### src/rtl/mem_stage_ctrl.sv
// MEM stage controller: passes ALU ops to WB in 1 cycle, runs one data-memory access at a time, and flags ERR on an ack timeout.
// Backpressure: stall_out is high whenever the FSM is not IDLE; halt blocks capture in IDLE only.
module mem_stage_ctrl #(
   parameter int TIMEOUT = 16
) (
   input  logic        clk,
   input  logic        rst,
   input  logic        halt,
   input  logic [15:0] write_back_ctrl_sgnl,
   input  logic [15:0] memory_ctrl_sgnl,
   input  logic [15:0] alu_result_top_half,
   input  logic [15:0] alu_result_bottom_half,
   input  logic [15:0] inst_buff_in,
   output logic        mem_req,
   output logic        mem_we,
   output logic        mem_byte,
   output logic [15:0] mem_addr,
   output logic [15:0] mem_wdata,
   input  logic [15:0] mem_rdata,
   input  logic        mem_ack,
   output logic [15:0] write_back_ctrl_sgnl_out,
   output logic [15:0] alu_result_top_half_out,
   output logic [15:0] alu_result_bottom_half_out,
   output logic [15:0] mem_data_out,
   output logic [15:0] inst_buff_out,
   output logic        valid_out,
   output logic        stall_out,
   output logic        err_out
);

   typedef enum logic [1:0] {IDLE, BUSY, ERR} state_t;

   localparam logic [3:0] CNT_LAST = 4'(TIMEOUT - 1);

   state_t      state, state_nxt;
   logic [3:0]  cnt;
   logic [15:0] cap_wb;
   logic [15:0] cap_inst;
   logic        is_mem_op;
   logic        expire;
   logic        ctrl_unused;

   assign ctrl_unused = ^memory_ctrl_sgnl[15:3];
   assign is_mem_op   = memory_ctrl_sgnl[0] | memory_ctrl_sgnl[1];
   assign expire      = !mem_ack && (cnt == CNT_LAST);
   assign stall_out   = (state != IDLE);

   always_ff @(posedge clk or negedge rst) begin
      if (!rst) state <= IDLE;
      else      state <= state_nxt;
   end

   always_comb begin
      state_nxt = state;
      case (state)
         IDLE:    if (!halt && is_mem_op) state_nxt = BUSY;
         BUSY: begin
            if (mem_ack)     state_nxt = IDLE;
            else if (expire) state_nxt = ERR;
         end
         ERR:     state_nxt = ERR;
         default: state_nxt = IDLE;
      endcase
   end

   // mem_addr/mem_wdata double as the captured address and store data for the WB hand-off.
   always_ff @(posedge clk or negedge rst) begin
      if (!rst) begin
         cnt                        <= 4'd0;
         cap_wb                     <= 16'd0;
         cap_inst                   <= 16'd0;
         mem_req                    <= 1'b0;
         mem_we                     <= 1'b0;
         mem_byte                   <= 1'b0;
         mem_addr                   <= 16'd0;
         mem_wdata                  <= 16'd0;
         write_back_ctrl_sgnl_out   <= 16'd0;
         alu_result_top_half_out    <= 16'd0;
         alu_result_bottom_half_out <= 16'd0;
         mem_data_out               <= 16'd0;
         inst_buff_out              <= 16'd0;
         valid_out                  <= 1'b0;
         err_out                    <= 1'b0;
      end else begin
         valid_out <= 1'b0;
         case (state)
            IDLE: begin
               if (!halt) begin
                  if (is_mem_op) begin
                     cnt       <= 4'd0;
                     cap_wb    <= write_back_ctrl_sgnl;
                     cap_inst  <= inst_buff_in;
                     mem_req   <= 1'b1;
                     mem_we    <= memory_ctrl_sgnl[1];
                     mem_byte  <= memory_ctrl_sgnl[2];
                     mem_addr  <= alu_result_bottom_half;
                     mem_wdata <= alu_result_top_half;
                  end else begin
                     write_back_ctrl_sgnl_out   <= write_back_ctrl_sgnl;
                     alu_result_top_half_out    <= alu_result_top_half;
                     alu_result_bottom_half_out <= alu_result_bottom_half;
                     inst_buff_out              <= inst_buff_in;
                     mem_data_out               <= 16'd0;
                     valid_out                  <= 1'b1;
                  end
               end
            end
            BUSY: begin
               if (mem_ack) begin
                  mem_req                    <= 1'b0;
                  write_back_ctrl_sgnl_out   <= cap_wb;
                  alu_result_top_half_out    <= mem_wdata;
                  alu_result_bottom_half_out <= mem_addr;
                  inst_buff_out              <= cap_inst;
                  valid_out                  <= 1'b1;
                  if (mem_we)        mem_data_out <= 16'd0;
                  else if (mem_byte) mem_data_out <= {{8{mem_rdata[7]}}, mem_rdata[7:0]};
                  else               mem_data_out <= mem_rdata;
               end else if (expire) begin
                  mem_req <= 1'b0;
                  err_out <= 1'b1;
               end else begin
                  cnt <= cnt + 4'd1;
               end
            end
            default: ;
         endcase
      end
   end

endmodule

### config.mk
export PLATFORM = sky130hd
export DESIGN_NAME = mem_stage_ctrl
export DESIGN_NICKNAME = d
export VERILOG_FILES = /design/src/rtl/mem_stage_ctrl.sv
export SDC_FILE = /design/constraint.sdc
export NUM_CORES = 1
export LEC_CHECK = 0
export CAP_MARGIN = 20
export CORE_MARGIN = 2
export CORE_UTILIZATION = 50
export DETAILED_ROUTE_END_ITERATION = 12
export GPL_TIMING_DRIVEN = 0
export HOLD_SLACK_MARGIN = 0.06
export PLACE_DENSITY_LB_ADDON = 0.25
export SYNTH_ARGS = -nofsm -noshare
export SYNTH_HDL_FRONTEND = slang
export SYNTH_SLANG_ARGS = --single-unit
### constraint.sdc
create_clock -name clk -period 3.7 [get_ports clk]
set_input_delay 0.74 -clock clk [delete_from_list [all_inputs] [get_ports clk]]
set_output_delay 0.74 -clock clk [all_outputs]
set_load 0.03 [all_outputs]
==> results.toml, run 1 <==
[outcome]
status = "finished clean"

[floorplanning]
core_sq_um = 13350
initial_core_util_pct = 51.53
ios = 218
die_y_um = 121.3
dieArea_sq_um = 14710
die_w_um = 121.3
fp-row-count = 42

[clock_network]
clock_latency_ps = 410
cts_tree = "done"
cts_hold_buffers = 0
cts_root_buf = "clkbuf_16"
cts_setup_buffers = 0
ctsResizeCount = 0
cts.reportedPaths.clkPinSlew_ps = 60
cts_max_path_buffers = 2
htreeDepth = 4
cts.sinks = 155
cts_buffers = 17

[cells_and_area]
final_area_sq_um = 9766
syn2layout_area_growth_pct = 41.99
nets = 786
n_antenna_cell = 0
drive_above_1_share_pct = 36.25

[timing]
tightestPinTransition_ps = 1061
final-setup-viol-count = 0
fin_crit_ps = 2804
rsz0062_at_grt = "false"
hold_violations = 0
relSlewSlack_pct = 29.10
fin_hold_ws_ps = 329.0
fin_crit_sh_pct = 75.79
fin_worst_skew_ps = 9.282
timing.fmax_mhz = 356.6
slew_violations = 0

[worst_setup_path]
r2r_start = "state[0]"
path_class = "in -> reg"
rrSetupSlack_ps = 1310
cp-start-kind = "primary input"
reg2reg_depth = 4
required_ps = 3990
critPathArrivalTime_ps = 3100
critPathMaxFanout = 10
r2r-end = "write_back_ctrl_sgnl_out[15]"
crit_path_end_kind = "flip-flop"

[grt]
grt-ovfl-total = 0
antenna_found_initial = 0
grt_pass1_wl_mm = 26.10
grt_pass1_vias = 5050
grt.total_usage_pct = 23.31
grt_max_degree = 88

[detailed_routing]
drc_errors = 0
finalWirelength_mm = 16.30
drtIter0Drc = 210
drtPass1Iterations = 4
antenna_left = 0
viasPerCell = 5.228
wl_per_cell_um = 18.65
via_count = 4569

[synthesis]
ys_async_sr_fraction_pct = 100.0
synthMuxAreaShare_pct = 35.97
synth_ff_type = "dfrtp_1"
synth-adder-area-share_pct = 0.1819
synth_seq_cells = 155
yosys.area_share.xor_xnor_pct = 0
synth_top_family_by_area = "multiplexers"
yosysUniqueCellTypes = 30
synth_compound_area_share_pct = 1.637
yosysSeqAreaShare_pct = 56.39
synth_simple_gate_area_share_pct = 2.838
syn-num-nets = 562
synth_area_sq_um = 6878
synth_edf_count = 0
avgSynthCellArea_sq_um = 14.92
syn_inst = 461
yosysWarningCount = 0

[flow_run]
drv_cap = 0

[place]
dpl.hpwl_mm = 11.66
portBuffers = 204
dpl_cell_area_sq_um = 9169
gp_congestion = 0.8132

[pwr]
vdd_drop_max_mv = 0.5977
power_leakage_nw = 4.180
powerDensity_nw_per_um2 = 833.7

[hold_path]
hold_class = "in -> async"
-- metal layers --
layer  track usage [%]  wire length, um  up-vias
met5                 0                0        -
met3             8.130             1167       26
li1                  -                -     2082
met1             27.63             6490     2321
met4             7.471              288        0
met2             39.75             8350      140
-- where the power goes --
| group | internal [mW] | total, mW | switching (mW) |
|---|---|---|---|
| sequential | 2.38 | 2.77 | 0.392 |
| clock | 1.11 | 1.75 | 0.643 |
| combinational | 1.77 | 3.62 | 1.86 |
| total | 5.25 | 8.14 | 2.89 |
-- worst max-delay path, stage by stage --
cell             delay [ps]
clkdlybuf4s50_1         440
or4_1                   560
a21oi_2                 510
buf_2                   450
mux2_2                  380
-- Yosys cell counts (2+ instances only) --
master | instances | area (sq um)
mux2_2 | 173 | 1948
dfrtp_1 | 155 | 3879
mux2_4 | 29 | 435.4
inv_1 | 14 | 52.55
buf_2 | 11 | 55.05
nand2_1 | 11 | 41.29
a21oi_1 | 10 | 50.05
nand2b_1 | 10 | 62.56
mux2i_1 | 9 | 90.09
buf_1 | 7 | 26.28
buf_6 | 5 | 56.30
nand3_1 | 4 | 20.02
o21ai_0 | 3 | 15.01
clkbuf_1 | 2 | 7.510
nor3b_1 | 2 | 15.01
or3b_2 | 2 | 17.52
-- through the flow --
step	setup WS, ps	setup TNS (ps)	power [mW]	cells	util (%)
floorplan	1452	0	4.869	461	-
global route	804.0	0	8.522	874	73.16
detailed placement	474.8	0	6.423	842	68.69
finish	895.8	0	8.142	874	73.16
CTS	891.0	0	8.212	874	73.16
global placement	-4207	-650850	6.313	841	68.48
-- placed cells by master (no fill, tap or decap) --
| cell type | netlist | final |
|---|---|---|
| a21oi_2 | 1 | 1 |
| buf_16 | 0 | 1 |
| or3_1 | 1 | 1 |
| dfrtp_1 | 155 | 155 |
| mux2i_1 | 9 | 9 |
| o221ai_1 | 1 | 1 |
| and3_1 | 1 | 1 |
| nor2_1 | 1 | 1 |
| or2_4 | 1 | 1 |
| o21ai_0 | 3 | 3 |
| buf_1 | 7 | 7 |
| clkbuf_16 | 0 | 17 |
| o32ai_1 | 1 | 1 |
| ha_1 | 1 | 1 |
| or3b_2 | 2 | 2 |
| clkdlybuf4s50_1 | 0 | 203 |
| inv_1 | 14 | 14 |
| nor3b_1 | 2 | 2 |
| or4_1 | 1 | 1 |
| a21boi_0 | 1 | 1 |
| a21o_1 | 1 | 1 |
| nand3_1 | 4 | 4 |
| buf_6 | 5 | 6 |
| nand2b_1 | 10 | 10 |
| buf_4 | 1 | 1 |
| nand2_1 | 11 | 11 |
| nor2b_1 | 1 | 1 |
| mux2_2 | 173 | 173 |
| buf_2 | 11 | 11 |
| a21oi_1 | 10 | 10 |
| clkbuf_8 | 0 | 3 |
| mux2_4 | 29 | 29 |
| o22ai_1 | 1 | 1 |
| clkbuf_1 | 2 | 6 |
| bufinv_16 | 0 | 3 |
| clkinv_2 | 0 | 5 |
-- how the worst max path moves through the flow --
stage,depth (start not counted),slack [ps],to,from
after floorplan,4,1450,alu_result_bottom_half_out[0],memory_ctrl_sgnl[1]
after global routing,5,800,write_back_ctrl_sgnl_out[0],memory_ctrl_sgnl[1]
final,5,900,write_back_ctrl_sgnl_out[15],memory_ctrl_sgnl[1]
after detailed placement,5,470,write_back_ctrl_sgnl_out[15],memory_ctrl_sgnl[1]
after CTS,5,890,write_back_ctrl_sgnl_out[15],memory_ctrl_sgnl[1]
after global placement,1,-4210,alu_result_top_half_out[10],rst
-- cells by family after synthesis --
| kind of cell | count (synthesis) |
|---|---|
| flops | 155 |
| simple gates | 35 |
| fa+ha+maj | 1 |
| buf+inv | 40 |
| mux | 211 |
| compound gates | 19 |
-- sequential cells by signal, indices dropped and copies added, names as in the netlist --
| name | cells |
|---|---|
| mem_byte | 1 |
| valid_out | 1 |
| write_back_ctrl_sgnl_out | 16 |
| alu_result_bottom_half_out | 16 |
| state | 2 |
| mem_addr | 16 |
| mem_wdata | 16 |
| inst_buff_out | 16 |
| cap_inst | 16 |
| mem_we | 1 |
| mem_data_out | 16 |
| alu_result_top_half_out | 16 |
| err_out | 1 |
| mem_req | 1 |
| cap_wb | 16 |
| cnt | 4 |
-- layout make-up --
cell class                      count  area (sq um)
Timing Repair Buffer              205          2071
Inverter                           14         52.55
Tap cell                          176         220.2
Clock inverter                      8         115.1
Sequential cell                   155          3879
Fill cell                         914          3582
Buffer                             26         152.6
Clock buffer                       24         481.7
Multi-Input combinational cell    266          2794
(Power assumes the default switching activity.)
==> inputs of run 2 (changes only) <==
CORE_UTILIZATION = 47   (was 50)
clock period = 2.7 ns   (was 3.7 ns; I/O delays follow)
==> run 2 against run 1 <==
Clock power is 43% higher; register-to-register slack worse by 1000 ps; worst hold slack worse by 190 ps; critical path type unchanged; largest power group unchanged.
==> results.toml, run 2 (same netlist as run 1, synthesis figures left out) <==
[grt]
grt_use_met2_pct = 35.84
antenna_found_initial = 0
grt_pass1_vias = 4943
gr-usage-met1_pct = 26.55
grt_max_degree = 85
grt.total_usage_pct = 21.36
grt_pass1_wl_mm = 26.10
grt-ovfl-total = 0
use_met3_pct = 6.846
busiest_layer = "met2"

[worst_setup_path]
path_class = "in -> reg"
crit_path_end_kind = "flip-flop"
cp.depth = 5
path_cells = "clkdlybuf4s50_1 > or4_1 > a21oi_2 > buf_2 > mux2_2"
cp-start-kind = "primary input"
required_ps = 3000
worstSetupStartpoint = "memory_ctrl_sgnl[1]"
rrSetupSlack_ps = 270
critPathMaxFanout = 10
critPathMaxStageDelay_ps = 550
critPathArrivalTime_ps = 2840
r2r_start = "state[0]"
crit_family = "buffers and inverters"
reg2reg_depth = 5
worst_path_max_delay_cell = "or4_1"
r2r-end = "inst_buff_out[12]"
worstSetupEndpoint = "alu_result_top_half_out[15]"
cp_num_buf_inv = 2

[timing]
fin_tns_setup_ps = 0
rsz0062_at_grt = "false"
hold_violations = 0
setup_ws_ps = 153.5
timing.fmax_mhz = 392.7
fin_hold_ws_ps = 136.3
final-setup-viol-count = 0
fin_crit_ps = 2547
tightestPinTransition_ps = 1035
fin_crit_sh_pct = 94.32
fin_worst_skew_ps = 8.169
relSlewSlack_pct = 30.86
slew_violations = 0

[flow_run]
drv_cap = 0

[place]
place_inst = 850
gp_congestion = 0.8022
dp_slack_ps = -323.3
dpl_cell_area_sq_um = 9179
dpl.hpwl_mm = 11.62
portBuffers = 204

[floorplanning]
dieArea_sq_um = 15620
ios = 218
die_w_um = 125.0
core_sq_um = 14420
initial_core_util_pct = 47.68
fp-row-count = 44
die_y_um = 125.0

[pwr]
vdd_drop_max_mv = 0.7409
power_leakage_nw = 4.163
totalPowerFinal_mw = 11.27
powerDensity_nw_per_um2 = 1149

[detailed_routing]
via_count = 4473
drc_errors = 0
antenna_left = 0
drtIter0Drc = 166
drtPass1Iterations = 4
finalWirelength_mm = 16.41
viasPerCell = 5.071
wl_per_cell_um = 18.60

[clock_network]
cts_hold_buffers = 0
htreeDepth = 4
clock_latency_ps = 420
cts_root_buf = "clkbuf_16"
ctsResizeCount = 0
cts_buffers = 17
cts_tree = "done"
cts.sinks = 155
cts.reportedPaths.clkPinSlew_ps = 60
cts_max_path_buffers = 2
cts_setup_buffers = 0

[cells_and_area]
final_util_pct = 67.97
drive_above_1_share_pct = 36.68
final_common_cell = "clkdlybuf4s50_1"
final_area_sq_um = 9803
fill_cells = 1034
nets = 786
n_antenna_cell = 0
syn2layout_area_growth_pct = 42.53
final_cell_mix = "clkdlybuf4s50_1 (203), mux2_2 (173), dfrtp_1 (155)"
layout.cells.non_filler = 882

[hold_path]
hold_class = "in -> async"

[outcome]
status = "finished clean"
run 2: cell types whose count changed in the layout (fill, tap and decap cells not counted):
cell / delta
bufinv_16: +1
clkinv_4: +1
clkbuf_1: -3
clkinv_2: -4
clkbuf_8: -3
inv_6: +1
clkinvlp_4: +7
run 2: how the worst min path moves through the flow:
stage,from,endpoint,slack [ps]
2_1_floorplan,rst,alu_result_bottom_half_out[0],240
3_3_place_gp,err_out,err_out,450
3_5_place_dp,err_out,err_out,450
4_1_cts,rst,mem_data_out[3],160
5_1_grt,rst,valid_out,170
6_report,rst,mem_data_out[5],140
run 2: final cells by class:
type                            count  area [sq um]  share of cell area (%)
Timing Repair Buffer              205          2071                   21.12
Sequential cell                   155          3879                   39.57
Clock inverter                     14         195.2                   1.991
Inverter                           14         52.55                  0.5361
Tap cell                          184         230.2                   2.348
Clock buffer                       18         429.2                   4.378
Buffer                             26         152.6                   1.557
Multi-Input combinational cell    266          2794                   28.50
run 2: layer usage:
layer / vias to the layer above / part of all wire (%)
met2: 122 / 50
li1: 2073 / -
met3: 21 / 5.6
met1: 2257 / 43
met4: 0 / 1.8
met5: - / 0
run 2: power breakdown:
| part | leakage, nW | switching (mW) | internal [mW] |
|---|---|---|---|
| Clock | 0.281 | 0.965 | 1.55 |
| Sequential | 1.86 | 0.537 | 3.25 |
| Combinational | 2.02 | 2.54 | 2.42 |
| Total | 4.16 | 4.04 | 7.22 |
run 2: worst register-to-register path, delay by kind of cell, from the launching register on:
kind                   cells  cell delay [ps]
muxes                      2              690
DFF                        1              510
buffers and inverters      2              920
and+or+nand+nor            1              200
==> inputs of run 3 (changes only) <==
ABC_AREA = 0   (was not set)
MAX_ROUTING_LAYER = met4   (was not set)
TNS_END_PERCENT = 100   (was not set)
==> run 3 against run 2 <==
Setup slack better by 2.6 ps; combinational power is essentially flat; routed wire length rose by 0.18%; maximum frequency up 0.10%; clock skew hardly changed; sequential cell count did not move; total power is essentially flat; non-clock buffer count stayed put; count of clock-buffer cells in the layout is the same; global-route usage increased by 0.71 points; worst hold slack got worse by 4.9 ps; register-to-register slack hardly changed; largest power group unchanged.
==> results.toml, run 3 (same netlist as run 1, synthesis figures left out) <==
[worst_setup_path]
critPathArrivalTime_ps = 2840
required_ps = 3000
critPathMaxFanout = 10
crit_path_end_kind = "flip-flop"
path_class = "in -> reg"
cp-start-kind = "primary input"

[place]
dpl.hpwl_mm = 11.62
gp_congestion = 0.8138
dp_slack_ps = -323.3
portBuffers = 204
dpl_cell_area_sq_um = 9179

[detailed_routing]
drtIter0Drc = 151
drc_errors = 0
wl_per_cell_um = 18.64
viasPerCell = 5.088
via_count = 4488
antenna_left = 0
finalWirelength_mm = 16.44
drtPass1Iterations = 4

[clock_network]
cts.sinks = 155
ctsResizeCount = 0
htreeDepth = 4
cts_max_path_buffers = 2
cts_tree = "done"
clock_latency_ps = 420
cts_hold_buffers = 0
cts_root_buf = "clkbuf_16"
cts_setup_buffers = 0
cts.reportedPaths.clkPinSlew_ps = 60
cts_buffers = 17

[pwr]
switchingPower_mw = 4.050
p_sw_share_pct = 35.92
power.share.clock_pct = 22.4
seq_power_share_pct = 33.6
power_leakage_nw = 4.163
p_int_mw = 7.223
vdd_drop_max_mv = 0.7414
comb_power_share_pct = 44.0
powerDensity_nw_per_um2 = 1150

[cells_and_area]
syn2layout_area_growth_pct = 42.53
nets = 786
fill_cells = 1034
drive_above_1_share_pct = 36.68
final_cell_mix = "clkdlybuf4s50_1 (203), mux2_2 (173), dfrtp_1 (155)"
final_area_sq_um = 9803
final_common_cell = "clkdlybuf4s50_1"
n_antenna_cell = 0

[floorplanning]
initial_core_util_pct = 47.68
core_sq_um = 14420
fp-row-count = 44
ios = 218
die_w_um = 125.0
dieArea_sq_um = 15620
die_y_um = 125.0

[timing]
fin_worst_skew_ps = 8.227
timing.fmax_mhz = 393.1
setup_ws_ps = 156.1
fin_crit_ps = 2544
slew_violations = 0
final-setup-viol-count = 0
rsz0062_at_grt = "false"
hold_violations = 0
fin_crit_sh_pct = 94.22
tightestPinTransition_ps = 1044
relSlewSlack_pct = 30.24

[outcome]
status = "finished clean"

[grt]
grt_max_degree = 85
busiest_layer = "met2"
grt_pass1_vias = 4938
grt_use_met2_pct = 35.77
grt-ovfl-total = 0
gr-usage-met1_pct = 27.17
antenna_found_initial = 0
grt.total_usage_pct = 22.07
grt_pass1_wl_mm = 26.12
use_met3_pct = 6.632

[hold_path]
hold_class = "in -> async"

[flow_run]
drv_cap = 0
-- run 3: cell counts in the layout (fill, tap and decap cells not counted) --
Identical to the previous run, type by type.
-- run 3: area by class of cell --
| cell class | instances | area (sq um) | share of cell area [%] |
|---|---|---|---|
| inverters | 14 | 52.55 | 0.5361 |
| clock inverters | 14 | 195.2 | 1.991 |
| clock buffers | 18 | 429.2 | 4.378 |
| plain buffers | 26 | 152.6 | 1.557 |
| repair buffers | 205 | 2071 | 21.12 |
| well taps | 184 | 230.2 | 2.348 |
| flip-flops and latches | 155 | 3879 | 39.57 |
| multi-input cells | 266 | 2794 | 28.50 |
-- run 3: critical path, cell delays in order --
cell and delay [ps]:
clkdlybuf4s50_1 440, or4_1 550, a21oi_2 520, buf_2 410
mux2_2 380
-- run 3: final timing paths --
check	startpoint	to	slack, ps	cells past startpoint
max reg2reg	state[0]	inst_buff_out[12]	280	5
max in group asynchronous	rst	cap_inst[13]	1740	2
min in group clk	err_out	err_out	460	1
min	rst	mem_data_out[5]	130	1
max	memory_ctrl_sgnl[1]	alu_result_top_half_out[15]	160	5
min reg2reg	err_out	err_out	460	1
-- run 3: through the flow --
step	power [mW]	TNS, ps	utilization [%]	hold slack (ps)	instances
2_1_floorplan	6.672	0	-	244.4	461
3_3_place_gp	8.662	-803610	63.44	450.0	849
3_5_place_dp	8.805	-19190	63.64	449.7	850
4_1_cts	11.38	0	67.97	158.7	882
5_1_grt	11.78	0	67.97	169.5	882
6_report	11.27	0	67.97	131.4	882
-- run 3: routing by layer --
| metal | share of wire [%] | vias to the layer above |
|---|---|---|
| li1 | - | 2081 |
| met1 | 44 | 2264 |
| met2 | 50 | 122 |
| met3 | 4.7 | 21 |
| met4 | 1.8 | 0 |
| met5 | 0 | - |
-- run 3: power by group through the flow --
stage	Combinational [mW]	Sequential (mW)	Clock [mW]
6_report	4.96	3.79	2.52
2_1_floorplan	1.45	5.22	0
5_1_grt	5.19	3.91	2.67
4_1_cts	5.02	3.79	2.57
3_5_place_dp	4.99	3.82	0
3_3_place_gp	4.91	3.75	0
